===== config.mk =====
export PLATFORM = sky130hd
export DESIGN_NAME = sc_obc_mem_tester
export DESIGN_NICKNAME = d
export VERILOG_FILES = /design/src/rtl/sc_obc_mem_tester_pkg.sv /design/src/rtl/sc_obc_mem_pattern.sv /design/src/rtl/sc_obc_mem_tester.sv
export SDC_FILE = /design/constraint.sdc
export NUM_CORES = 1
export LEC_CHECK = 0
export CORE_ASPECT_RATIO = 0.8
export CORE_MARGIN = 8
export CORE_UTILIZATION = 50
export CTS_CLUSTER_DIAMETER = 40
export DETAILED_ROUTE_END_ITERATION = 12
export HOLD_SLACK_MARGIN = 0.03
export PLACE_DENSITY = 0.74
export SYNTH_ARGS = -nofsm -noshare
export SYNTH_HDL_FRONTEND = slang
export SYNTH_HIERARCHICAL = 1
export SYNTH_SLANG_ARGS = --single-unit

===== constraint.sdc =====
create_clock -name CLK -period 7.3 [get_ports CLK]
set_input_delay 2.19 -clock CLK [delete_from_list [all_inputs] [get_ports CLK]]
set_output_delay 2.19 -clock CLK [all_outputs]
set_load 0.02 [all_outputs]

===== src/rtl/sc_obc_mem_tester_pkg.sv =====
// Shared types, constants and pattern arithmetic for the SC-OBC memory test engine.
package sc_obc_mem_tester_pkg;

  typedef enum logic [1:0] {
    MODE_FILL           = 2'd0,
    MODE_CHECK          = 2'd1,
    MODE_FILL_CHECK     = 2'd2,
    MODE_FILL_CHECK_ALT = 2'd3
  } mode_t;

  typedef enum logic [2:0] {
    ST_IDLE  = 3'd0,
    ST_WRITE = 3'd1,
    ST_READ  = 3'd2,
    ST_DRAIN = 3'd3,
    ST_FIN   = 3'd4
  } state_t;

  localparam logic [31:0] LANE_STEP = 32'h0101_0101;

  // Lane k of word idx; all arithmetic wraps mod 2^32.
  function automatic logic [31:0] pattern(input logic [31:0] seed,
                                          input logic [31:0] idx,
                                          input logic [31:0] lane);
    return seed + idx + lane * LANE_STEP;
  endfunction

endpackage


===== src/rtl/sc_obc_mem_pattern.sv =====
// Combinational pattern generator: expands (seed, word index) into one DATA_W test word.
module sc_obc_mem_pattern
  import sc_obc_mem_tester_pkg::*;
#(
  parameter int DATA_W = 64,
  parameter int IDX_W  = 32
) (
  input  logic [31:0]       seed,
  input  logic [IDX_W-1:0]  index,
  output logic [DATA_W-1:0] word
);

  localparam int LANES = DATA_W / 32;

  logic [31:0] idx32;

  // Index is taken mod 2^32 regardless of the address width.
  assign idx32 = 32'(index);

  for (genvar k = 0; k < LANES; k++) begin : g_lane
    assign word[32*k +: 32] = pattern(seed, idx32, 32'(k));
  end

endmodule


===== src/rtl/sc_obc_mem_tester.sv =====
// Memory test engine: fills a word range with a seeded pattern, reads it back with bounded
// outstanding reads, and reports error count, first failing address and an error flag.
module sc_obc_mem_tester
  import sc_obc_mem_tester_pkg::*;
#(
  parameter int ADDR_W    = 32,
  parameter int DATA_W    = 64,
  parameter int MAX_OUT   = 8,
  parameter int ERR_CNT_W = 16
) (
  input  logic                 CLK,
  input  logic                 RSTN,
  input  logic                 START,
  input  logic [1:0]           MODE,
  input  logic [ADDR_W-1:0]    BASE_ADDR,
  input  logic [ADDR_W-1:0]    NUM_WORDS,
  input  logic [31:0]          SEED,
  output logic                 REQ_VALID,
  input  logic                 REQ_READY,
  output logic                 REQ_WE,
  output logic [ADDR_W-1:0]    REQ_ADDR,
  output logic [DATA_W-1:0]    REQ_WDATA,
  input  logic                 RSP_VALID,
  input  logic [DATA_W-1:0]    RSP_RDATA,
  output logic                 BUSY,
  output logic                 DONE,
  output logic [ERR_CNT_W-1:0] ERR_COUNT,
  output logic [ADDR_W-1:0]    FIRST_ERR_ADDR,
  output logic                 ERR_FLAG
);

  localparam int                OUT_W     = $clog2(MAX_OUT + 1);
  localparam logic [ADDR_W-1:0] ADDR_STEP = ADDR_W'(DATA_W / 8);
  localparam logic [ADDR_W-1:0] IDX_ONE   = ADDR_W'(1);
  localparam logic [OUT_W-1:0]  OUT_LIMIT = OUT_W'(MAX_OUT);
  localparam logic [OUT_W-1:0]  OUT_ONE   = OUT_W'(1);

  state_t state, state_nxt;

  mode_t             mode_q;
  logic [ADDR_W-1:0] base_q;
  logic [ADDR_W-1:0] num_q;
  logic [31:0]       seed_q;

  // Request side: index and byte address of the next request.
  logic [ADDR_W-1:0] req_idx;
  logic [ADDR_W-1:0] req_addr;

  // Response side: index and byte address of the next expected response.
  logic [ADDR_W-1:0] rsp_idx;
  logic [ADDR_W-1:0] rsp_addr;
  logic [OUT_W-1:0]  outstanding;

  // Registered compare stage.
  logic              cmp_valid;
  logic              cmp_bad;
  logic [ADDR_W-1:0] cmp_addr;

  logic [ERR_CNT_W-1:0] err_count;
  logic [ADDR_W-1:0]    first_err_addr;
  logic                 err_flag;

  logic [DATA_W-1:0] wr_word;
  logic [DATA_W-1:0] exp_word;

  logic run_start;
  logic req_fire;
  logic rd_fire;
  logic rsp_take;
  logic last_req;

  sc_obc_mem_pattern #(
    .DATA_W (DATA_W),
    .IDX_W  (ADDR_W)
  ) u_wr_pattern (
    .seed  (seed_q),
    .index (req_idx),
    .word  (wr_word)
  );

  sc_obc_mem_pattern #(
    .DATA_W (DATA_W),
    .IDX_W  (ADDR_W)
  ) u_exp_pattern (
    .seed  (seed_q),
    .index (rsp_idx),
    .word  (exp_word)
  );

  assign run_start = (state == ST_IDLE) && START;
  assign req_fire  = REQ_VALID && REQ_READY;
  assign rd_fire   = req_fire && (state == ST_READ);
  assign last_req  = (req_idx == num_q - IDX_ONE);
  // Responses count only while a check is running and never beyond the last word.
  assign rsp_take  = RSP_VALID && ((state == ST_READ) || (state == ST_DRAIN)) && (rsp_idx != num_q);

  // Once raised in READ, REQ_VALID holds: outstanding can only fall while a read stalls.
  assign REQ_VALID = (state == ST_WRITE) || ((state == ST_READ) && (outstanding < OUT_LIMIT));
  assign REQ_WE    = (state == ST_WRITE);
  assign REQ_ADDR  = req_addr;
  assign REQ_WDATA = REQ_WE ? wr_word : '0;

  assign BUSY           = (state != ST_IDLE);
  assign DONE           = (state == ST_FIN);
  assign ERR_COUNT      = err_count;
  assign FIRST_ERR_ADDR = first_err_addr;
  assign ERR_FLAG       = err_flag;

  always_ff @(posedge CLK or negedge RSTN) begin
    // NOTE: non-blocking assignment so every flop samples values from before the edge.
    if (!RSTN) state <= ST_IDLE;
    else       state <= state_nxt;
  end

  always_comb begin
    // NOTE: default first so every path assigns state_nxt and no latch is inferred.
    state_nxt = state;
    case (state)
      ST_IDLE: begin
        if (START) begin
          if (NUM_WORDS == '0)          state_nxt = ST_FIN;
          else if (MODE == MODE_CHECK)  state_nxt = ST_READ;
          else                          state_nxt = ST_WRITE;
        end
      end
      ST_WRITE: begin
        if (req_fire && last_req) state_nxt = (mode_q == MODE_FILL) ? ST_FIN : ST_READ;
      end
      ST_READ: begin
        if (req_fire && last_req) state_nxt = ST_DRAIN;
      end
      ST_DRAIN: begin
        // Wait for the final compare to land in the error registers.
        if ((rsp_idx == num_q) && !cmp_valid) state_nxt = ST_FIN;
      end
      ST_FIN:  state_nxt = ST_IDLE;
      default: state_nxt = ST_IDLE;
    endcase
  end

  always_ff @(posedge CLK or negedge RSTN) begin
    if (!RSTN) begin
      mode_q   <= MODE_FILL;
      base_q   <= '0;
      num_q    <= '0;
      seed_q   <= '0;
      req_idx  <= '0;
      req_addr <= '0;
    end else if (run_start) begin
      mode_q   <= mode_t'(MODE);
      base_q   <= BASE_ADDR;
      num_q    <= NUM_WORDS;
      seed_q   <= SEED;
      req_idx  <= '0;
      req_addr <= BASE_ADDR;
    end else if (req_fire) begin
      // Wrapping back after the last write re-arms the index for the read pass.
      if (last_req) begin
        req_idx  <= '0;
        req_addr <= base_q;
      end else begin
        req_idx  <= req_idx + IDX_ONE;
        req_addr <= req_addr + ADDR_STEP;
      end
    end
  end

  always_ff @(posedge CLK or negedge RSTN) begin
    if (!RSTN) begin
      outstanding <= '0;
    end else if (run_start) begin
      outstanding <= '0;
    end else begin
      case ({rd_fire, rsp_take})
        2'b10:   outstanding <= outstanding + OUT_ONE;
        2'b01:   outstanding <= outstanding - OUT_ONE;
        default: outstanding <= outstanding;
      endcase
    end
  end

  always_ff @(posedge CLK or negedge RSTN) begin
    if (!RSTN) begin
      rsp_idx   <= '0;
      rsp_addr  <= '0;
      cmp_valid <= 1'b0;
      cmp_bad   <= 1'b0;
      cmp_addr  <= '0;
    end else if (run_start) begin
      rsp_idx   <= '0;
      rsp_addr  <= BASE_ADDR;
      cmp_valid <= 1'b0;
      cmp_bad   <= 1'b0;
      cmp_addr  <= '0;
    end else begin
      cmp_valid <= rsp_take;
      if (rsp_take) begin
        cmp_bad  <= (RSP_RDATA != exp_word);
        cmp_addr <= rsp_addr;
        rsp_idx  <= rsp_idx + IDX_ONE;
        rsp_addr <= rsp_addr + ADDR_STEP;
      end
    end
  end

  always_ff @(posedge CLK or negedge RSTN) begin
    if (!RSTN) begin
      err_count      <= '0;
      first_err_addr <= '0;
      err_flag       <= 1'b0;
    end else if (run_start) begin
      err_count      <= '0;
      first_err_addr <= '0;
      err_flag       <= 1'b0;
    end else if (cmp_valid && cmp_bad) begin
      if (err_count != '1) err_count <= err_count + ERR_CNT_W'(1);
      if (!err_flag) begin
        err_flag       <= 1'b1;
        first_err_addr <= cmp_addr;
      end
    end
  end

endmodule


## Word level (Yosys, flattened, before mapping)

Index checks and enable logic that the tools add are counted.

- Reduce and logical (&&, ||, !) cells: 24
- Add/subtract/negate cells: 12
- Equal/unequal tests: 17
- Order comparisons: 1
- Mux-type cells: 34

Operator list:

| cell | count |
|---|---|
| 2-to-1 mux 32 bit | 15 |
| adder 32 x 1 -> 32 bit (second input constant) | 2 |
| adder 32 x 25 -> 32 bit (second input constant) | 2 |
| adder 32 bit | 2 |
| adder 32 x 4 -> 32 bit (second input constant) | 2 |
| == test 32 bit | 2 |
| 2-to-1 mux 64 bit | 1 |
| != test 64 bit | 1 |
| 2-to-1 mux 16 bit | 3 |
| zero test 32 bit | 1 |
| != test 32 bit | 1 |
| subtractor 32 x 1 -> 32 bit (second input constant) | 1 |
| 2-to-1 mux 3 bit | 6 |
| adder 16 x 1 -> 16 bit (second input constant) | 1 |
| != test 16 bit (second input constant) | 1 |
| case mux 3 bit (4 select lines) | 1 |
| logical AND 1 bit | 9 |
| != test 2 x 1 -> 1 bit (second input constant) | 4 |
| case mux 4 bit (2 select lines) | 1 |
| nonzero test 2 bit | 4 |
| == test 3 x 2 -> 1 bit (second input constant) | 2 |
| nonzero test 3 bit | 2 |
| 2-to-1 mux 1 bit | 5 |
| adder 4 x 1 -> 4 bit (second input constant) | 1 |
| 15 further kinds | 18 |

- Register bits: 316
- Output and inout port bits: 149

## Depth between registers and ports, before layout

Gate-level depths: netlist of run 1.

- Depth after elaboration: 8
- Gate-level depth with buffers: 20

## Cells and area by module

The synthesis of run 1 kept the hierarchy.

Modules (own cells, without submodules):

| module | area each (µm²) | times used | cells an instance |
|---|---|---|---|
| sc_obc_mem_tester | 17406.7 | 1 | 2034 |
| sc_obc_mem_pattern at u_exp_pattern | 2732.6 | 1 | 355 |
| sc_obc_mem_pattern at u_wr_pattern | 2546.2 | 1 | 339 |

## Worst setup path before layout of run 1

Ideal clock, no wire load.

- Path type: reg2out
- Start: register req_idx[0]
- End: output REQ_WDATA[63]
- Arrival time: 3449 ps
- Cell stages (with the launch flop): 15
- Buffers on the path: 0
- Path slack: 1661 ps
- Data required time: 5110 ps
- Cells stage by stage: dfrtp_1 -> ha_1 -> inv_1 -> fa_1 -> nand2b_2 -> a211oi_4 -> o21ai_2 -> a311oi_4 -> and4b_1 -> and3_4 -> a41o_2 -> a41oi_4 -> nor3_2 -> xor2_1 -> and3_1

- Longest elaborated chain between the ends: 3

RTL lines:

| what | RTL line | source |
|---|---|---|
| start: declaration | sc_obc_mem_tester.sv:46 | `logic [ADDR_W-1:0] req_idx;` |
| start signal: assignment | sc_obc_mem_tester.sv:162 | `req_idx <= req_idx + IDX_ONE;` |
| adder 32 bit | n/a |  |
| via wr_word[10] | sc_obc_mem_tester.sv:63 | `logic [DATA_W-1:0] wr_word;` |
| adder 32 x 25 -> 32 bit | sc_obc_mem_tester_pkg.sv:25 | `return seed + idx + lane * LANE_STEP;` |
| via wr_word[63] | sc_obc_mem_tester.sv:63 |  |
| 2-to-1 mux 64 bit | sc_obc_mem_tester.sv:101 | `assign REQ_WDATA = REQ_WE ? wr_word : '0;` |
| end: declaration | sc_obc_mem_tester.sv:22 | `output logic [DATA_W-1:0] REQ_WDATA,` |

The timed path passes the listed nets, and every way through them passes these cells.

## Worst setup path after layout of run 1

- Start: register req_idx[0]
- End: output REQ_WDATA[62]

Same word-level chain as after synthesis.

==> summary.md, run 1 <==
| Metric | Value |
|---|---|
| CP Class | reg -> out |
| Layout net count | between 3000 and 4000 |
| TritonRoute pass-1 iters | 6 |
| Worst VDD drop | about 0.19 mV |
| Hold endpoint | base_q[19] |
| Hold Crit Start | base_q[19] |
| Top_reg_cell synth | dfrtp_1 |
| Slew Limit Fails | 0 |
| I/O pin count | around 320 |
| Vias/cell | around 6.0 |
| CP cell instances | ha_1 > inv_1 > fa_1 > nand2b_2 > a211oi_4 > buf_4 > o211ai_1 > nand4_1 > o21a_1 > xor2_1 > a41o_1 > and3_1 > xor2_1 > and3_1 > clkdlybuf4s50_1 |
| Worst reg2reg setup slack | between 1.5 and 2 ns |
| Detail Route Antenna Nets | 0 |
| Depth of the most critical reg-to-reg path | 17 |
| Leak | between 10 and 15 nW |
| Worst skew pair latency | roughly 0.56 ns |
| Drt drc | 0 |
| Combinational power share | 19.9% |
| Post-synth EDFFs | 0 |
| TritonCTS clock tree | yes |
| Chip Width | roughly 250 um |
| Worst R2R Start | rsp_idx[0] |
| DIE AREA | around 52000 um2 |
| Fillers | 3894 |
| Post-Place Worst Slack | between 0.5 and 0.6 ns |
| Clock transition at path regs | about 0.060 ns |
| CP max-delay cell | clkdlybuf4s50_1 |
| Sw frac | 31.2% |
| Row cnt | 69 |
| Worst EP arrival | between 4 and 5 ns |
| Worst hold margin | 0.472 ns |
| Post-Synthesis Cells | about 2700 |
| Initial antenna violation count | 2 |
| Slew @ Worst Pin | ~1.3 ns |
| Finish-stage setup viols | 0 |
| Yosys reg bits | between 300 and 400 |
| Clock skew | between 0.015 and 0.02 ns |
| Area of the multi-input gates | between 10000 and 15000 um2 |
| RSZ-0062 raised after global routing | false |
| Hold Fails Final Rpt | 0 |
| CP Capture Type | output port |
| Starting Density | 50.8% |
| Largest stage delay on the critical path | ~0.6 ns |
| Synth unique cells | 125 |
| Crit path max fanout | 7 |
| Worst Hold Class | reg -> reg |
| Critical path data required time | slightly above 5 ns |
| Power density over the cells | 189 nW/um2 |
| Maximum clock insertion buffer count | 3 |
| Syn_area_per_cell | 8.32 um2 |
| Total GRT Usage | 28.4% |
| Clk Tree Root Cell | clkbuf_16 |
| Mean routed wirelength per cell | ~21 um |
| Gr ovfl total | 0 |
| Port Buf Inserts | ~320 |
| Status | finished clean |
| Post-DP HPWL | 59.3 mm |
| Post-route setup slack | 0.175 ns |
| Largest net degree at the start of global routing | between 100 and 150 |
| Hold Path Stages | 2 |
| CP startpoint kind | flop |
| Routability Congestion | ~0.99 |
| Drt initial violations | about 2100 |
| Asr flop ratio synth | 100% |
| Sequential power share | ~40% |
| Slew margin rel. | between 10% and 20% |
| Hold_buf cts | 0 |
| Layout cells sized above 1 | 7.13% |
| Final Routed Wirelength | between 70 and 80 mm |
| FF+latch area | around 8000 um2 |
| Die Ht | roughly 210 um |
| First-pass GRT wire length | 119 mm |
| Vias in the first global route | roughly 20000 |
| Reg2reg end | cmp_bad |
| Core ar. | 44600 um2 |
| # H-tree levels | 2 |
| Area growth syn-to-layout | 21.6% |
| Clock Sinks | approximately 320 |
| Clock power frac | 40.5% |
| Maximum Capacitance Violations | 0 |
| Total number of vias | between 20000 and 25000 |
| Synthesized Nets | 2970 |
| Psw | ~1.6 mW |
| Fmax | roughly 0.14 GHz |
| Setup_tns | 0 ns |
| Fin crit share | between 90 and 100% |
| Yosys warnings | 6 |
| P_int | approximately 3.6 mW |
| Num CTS Buffers | 42 |
| Synthesized area | ~23000 um2 |
| Sequential cell area fraction in the yosys report | a little over a third |
| Tmin final | 7.13 ns |
[synthesized netlist by cell type (21+ instances only)]
| cell | number | area, um2 |
|---|---|---|
| inv_1 | 91 | 342 |
| nor2_1 | 156 | 586 |
| xnor2_1 | 162 | 1420 |
| nand2_1 | 518 | 1940 |
| or3_1 | 29 | 181 |
| mux2i_1 | 26 | 260 |
| nor3_1 | 56 | 280 |
| a21o_1 | 24 | 180 |
| o21ai_0 | 110 | 551 |
| dfrtp_1 | 316 | 7910 |
| xor2_1 | 134 | 1170 |
| nor4_1 | 37 | 231 |
| clkbuf_1 | 98 | 368 |
| and3_1 | 105 | 657 |
| o21a_1 | 21 | 158 |
| nand4_1 | 57 | 357 |
| a31oi_1 | 35 | 219 |
| ha_1 | 72 | 901 |
| nand3_1 | 120 | 601 |
| a21oi_1 | 163 | 816 |
[logic make-up after synthesis]
family,count (synthesis),synth area share (%)
compound gates,539,16.1
xor+xnor,306,12.2
fa+ha+maj,75,4.24
buf+inv,240,4.58
flops,316,34.9
mux,32,1.45
simple gates,1220,26.6
[stage by stage]
step | utilization (%) | instance area, um2 | power (mW) | instances
after floorplan | - | 22700 | 2.67 | 2728
after global placement | 58.4 | 26100 | 3.06 | 3513
after detailed placement | 58.4 | 26100 | 3.11 | 3513
after CTS | 61.7 | 27500 | 5.22 | 3590
after global routing | 61.8 | 27600 | 5.43 | 3594
final | 61.8 | 27600 | 5.21 | 3594
[registers in the layout (all words and copies together), names as in the netlist]
register        cells
req_idx            32
ERR_FLAG            1
rsp_addr           32
rsp_idx            32
mode_q              2
REQ_ADDR           32
base_q             32
cmp_valid           1
state               3
cmp_bad             1
FIRST_ERR_ADDR     32
ERR_COUNT          16
outstanding         4
seed_q             32
num_q              32
cmp_addr           32
[worst max path at each step]
stage               start             to  slack, ns
6_report       req_idx[0]  REQ_WDATA[62]       0.17
3_5_place_dp   req_idx[0]  REQ_WDATA[63]       0.55
3_3_place_gp   req_idx[0]  REQ_WDATA[63]       0.65
2_1_floorplan  req_idx[0]  REQ_WDATA[63]       1.66
5_1_grt        req_idx[0]  REQ_WDATA[59]       0.03
4_1_cts        req_idx[0]  REQ_WDATA[63]      0.009
[timing repair]
| item | 4_1_cts | 5_1_grt |
|---|---|---|
| setup endpoints to repair | 1 | 5 |
| pin swaps | 0 | 2 |
| resized for setup | 1 | 7 |
| buffers inserted | 0 | 2 |
[per-layer routing]
layer	GRT usage (%)	routed length (um)	up-vias	part of all wire [%]
met1	40.8	33900	10374	44
met5	0	0	-	0
met3	7.43	7640	120	9.9
li1	-	-	10041	-
met4	6.77	1730	0	2.3
met2	42.5	33600	903	44
[power by group through the flow]
stage | clock (mW) | sequential [mW] | combinational, mW
final | 2.11 | 2.07 | 1.03
after global routing | 2.21 | 2.08 | 1.13
after CTS | 2.13 | 2.06 | 1.03
after detailed placement | 0 | 2.09 | 1.02
after global placement | 0 | 2.08 | 0.986
after floorplan | 0 | 2.06 | 0.612
[critical path, delay by kind of cell, from the launching register on]
family / cells / cell delay [ns]
compound gates: 4 / 1.05
simple gates: 4 / 0.86
buf+inv: 3 / 0.83
xor+xnor: 2 / 0.62
fa+ha+maj: 2 / 0.58
flops: 1 / 0.43
[cell usage in the layout (no fill, tap or decap), types with 9 or more instances in the layout]
master	count
nand2_1	517
dfrtp_1	315
clkdlybuf4s50_1	313
a21oi_1	163
xnor2_1	162
nor2_1	154
xor2_1	132
nand3_1	120
o21ai_0	110
and3_1	105
inv_1	91
ha_1	72
nand4_1	57
nor3_1	56
clkbuf_16	42
nor4_1	37
a31oi_1	35
or3_1	29
mux2i_1	26
a21o_1	24
o21a_1	21
and2_1	18
nand2b_1	18
o211ai_1	16
buf_4	15
o21ai_1	13
o22ai_1	11
or4_1	10
o21bai_1	10
and4_1	10
nor2b_1	9
[cell type report]
type                            instances  share of cell area (%)
Inverter                               92                    1.25
Timing Repair Buffer                  332                    12.0
Clock inverter                         30                    1.28
Antenna cell                            2                  0.0181
Sequential cell                       316                    28.7
Tap cell                              603                    2.74
Multi-Input combinational cell       2172                    50.1
Clock buffer                           47                    3.95
Note: power is estimated with default switching activity, not from simulation.
==> run 2: changes to the inputs <==
--- a/config.mk
+++ b/config.mk
@@ -11,7 +11,7 @@
 export CTS_CLUSTER_DIAMETER = 40
 export DETAILED_ROUTE_END_ITERATION = 12
 export HOLD_SLACK_MARGIN = 0.03
-export PLACE_DENSITY = 0.74
+export PLACE_DENSITY = 0.7
 export SYNTH_ARGS = -nofsm -noshare
 export SYNTH_HDL_FRONTEND = slang
 export SYNTH_HIERARCHICAL = 1
==> run 2 against run 1 <==
Net effect: sequential power is essentially flat; utilization down 0.43 points; first-iteration DRC count grew 6.9%.
==> summary.md, run 2 (synthesis results as in run 1) <==
| Metric | Value |
|---|---|
| DP Area | roughly 26000 um2 |
| Commonest non-fill, non-tap cell in the layout | nand2_1 |
| DIE AREA | roughly 52000 um2 |
| Routability Congestion | 0.956 |
| Chip Width | 254 um |
| Critical path data required time | roughly 5.1 ns |
| Total power | between 5 and 6 mW |
| Setup_tns | 0 ns |
| Slew @ Worst Pin | ~1.2 ns |
| Final Routed Wirelength | around 76 mm |
| Placed Cells | roughly 3500 |
| Slew Limit Fails | 0 |
| I/O pin count | between 300 and 400 |
| Clk Tree Root Cell | clkbuf_16 |
| Core Util, Final | approximately three fifths |
| Worst hold margin | approximately 0.47 ns |
| Worst Hold Class | reg -> reg |
| Power density over the cells | roughly 180 nW/um2 |
| Finish-stage setup viols | 0 |
| Fin crit share | 96.3% |
| First-pass GRT wire length | ~120 mm |
| Worst reg2reg setup slack | a little under 2 ns |
| Worst EP arrival | 4.84 ns |
| Maximum clock insertion buffer count | 3 |
| Crit path max fanout | 7 |
| TritonRoute pass-1 iters | 6 |
| Core ar. | 44600 um2 |
| Cell Count, Final, Fillers Out | 3580 |
| Post-Place Worst Slack | roughly 0.61 ns |
| Port Buf Inserts | approximately 320 |
| Post-route setup slack | about 0.27 ns |
| Hold Path Stages | 2 |
| Mean routed wirelength per cell | about 21 um |
| Area growth syn-to-layout | 20.7% |
| Total GRT Usage | 28.2% |
| Num CTS Buffers | 39 |
| Initial antenna violation count | 2 |
| Gr ovfl total | 0 |
| Non-Filler Cell Area, Final | between 20000 and 30000 um2 |
| End of the critical path | REQ_WDATA[62] |
| Worst VDD drop | between 0.15 and 0.2 mV |
| CP startpoint kind | flop |
| Vias/cell | 5.98 |
| Starting Density | 50.8% |
| Reg2reg end | cmp_bad |
| Hold_buf cts | 0 |
| Crit path launch | req_idx[0] |
| # H-tree levels | 2 |
| Largest net degree at the start of global routing | 146 |
| Clock skew | roughly 0.015 ns |
| Drt initial violations | 2231 |
| Post-DP HPWL | around 59 mm |
| Total number of vias | ~21000 |
| Vias in the first global route | ~20000 |
| Depth of the most critical reg-to-reg path | 18 |
| Maximum Capacitance Violations | 0 |
| Worst skew pair latency | 0.54 ns |
| Clock Sinks | about 320 |
| Slew margin rel. | between 20 and 25% |
| Status | finished clean |
| Drt drc | 0 |
| Commonest cells after routing, fill and taps aside | 517 x nand2_1, 314 x dfrtp_1, 313 x clkdlybuf4s50_1 |
| Clock transition at path regs | about 0.060 ns |
| Fmax | roughly 0.14 GHz |
| Die Ht | ~210 um |
| Row cnt | 69 |
| TritonCTS clock tree | yes |
| Worst R2R Start | rsp_idx[0] |
| Layout net count | between 3000 and 4000 |
| Hold Fails Final Rpt | 0 |
| Detail Route Antenna Nets | 0 |
| Tmin final | approximately 7 ns |
| CP Capture Type | output port |
| Leak | approximately 13 nW |
| CP Class | reg -> out |
| Layout cells sized above 1 | 6.69% |
==> run 2: cell type report <==
| type | instances | area, um2 |
|---|---|---|
| Inverter | 92 | 345 |
| Clock buffer | 47 | 1040 |
| Clock inverter | 19 | 234 |
| Antenna cell | 2 | 5.00 |
| Multi-Input combinational cell | 2172 | 13800 |
| Sequential cell | 316 | 7910 |
| Tap cell | 603 | 754 |
| Timing Repair Buffer | 329 | 3290 |
| Fill cell | 3995 | 17200 |
==> run 2: power breakdown <==
part | switching (mW) | internal [mW] | total [mW]
Combinational | 0.596 | 0.434 | 1.03
Sequential | 0.176 | 1.89 | 2.07
Clock | 0.770 | 1.16 | 1.93
Total | 1.54 | 3.49 | 5.03
==> run 2: worst min-delay path by stage <==
stage	start	endpoint	slack, ns
final	base_q[13]	base_q[13]	0.47
after global routing	base_q[27]	base_q[27]	0.48
after CTS	base_q[13]	base_q[13]	0.47
after detailed placement	base_q[13]	base_q[13]	0.46
after global placement	base_q[20]	base_q[20]	0.44
after floorplan	base_q[13]	base_q[13]	0.43
==> run 2: what timing repair did <==
item                       in CTS  in global routing
gates resized for setup         0                  8
setup endpoints to repair       0                  6
buffers inserted                0                  2
==> run 2: worst max-delay path: stages (launching register included) <==
cell             delay [ns]
dfrtp_2                0.43
ha_1                   0.19
inv_1                  0.06
fa_1                   0.41
nand2b_2               0.23
a211oi_4               0.33
buf_4                  0.17
o211ai_1               0.17
nand3_1                0.20
xor2_2                 0.28
nand3_4                0.14
nor3_4                 0.33
a41o_1                 0.27
and3_1                 0.18
xor2_1                 0.15
and3_1                 0.16
clkdlybuf4s50_1        0.60
==> run 2: metal layers <==
metal | track usage [%] | part of all wire [%] | vias to the layer above
li1 | - | - | 10028
met1 | 41.3 | 46 | 10487
met2 | 42.8 | 44 | 772
met3 | 5.67 | 8.6 | 113
met4 | 5.79 | 1.9 | 0
met5 | 0 | 0 | -
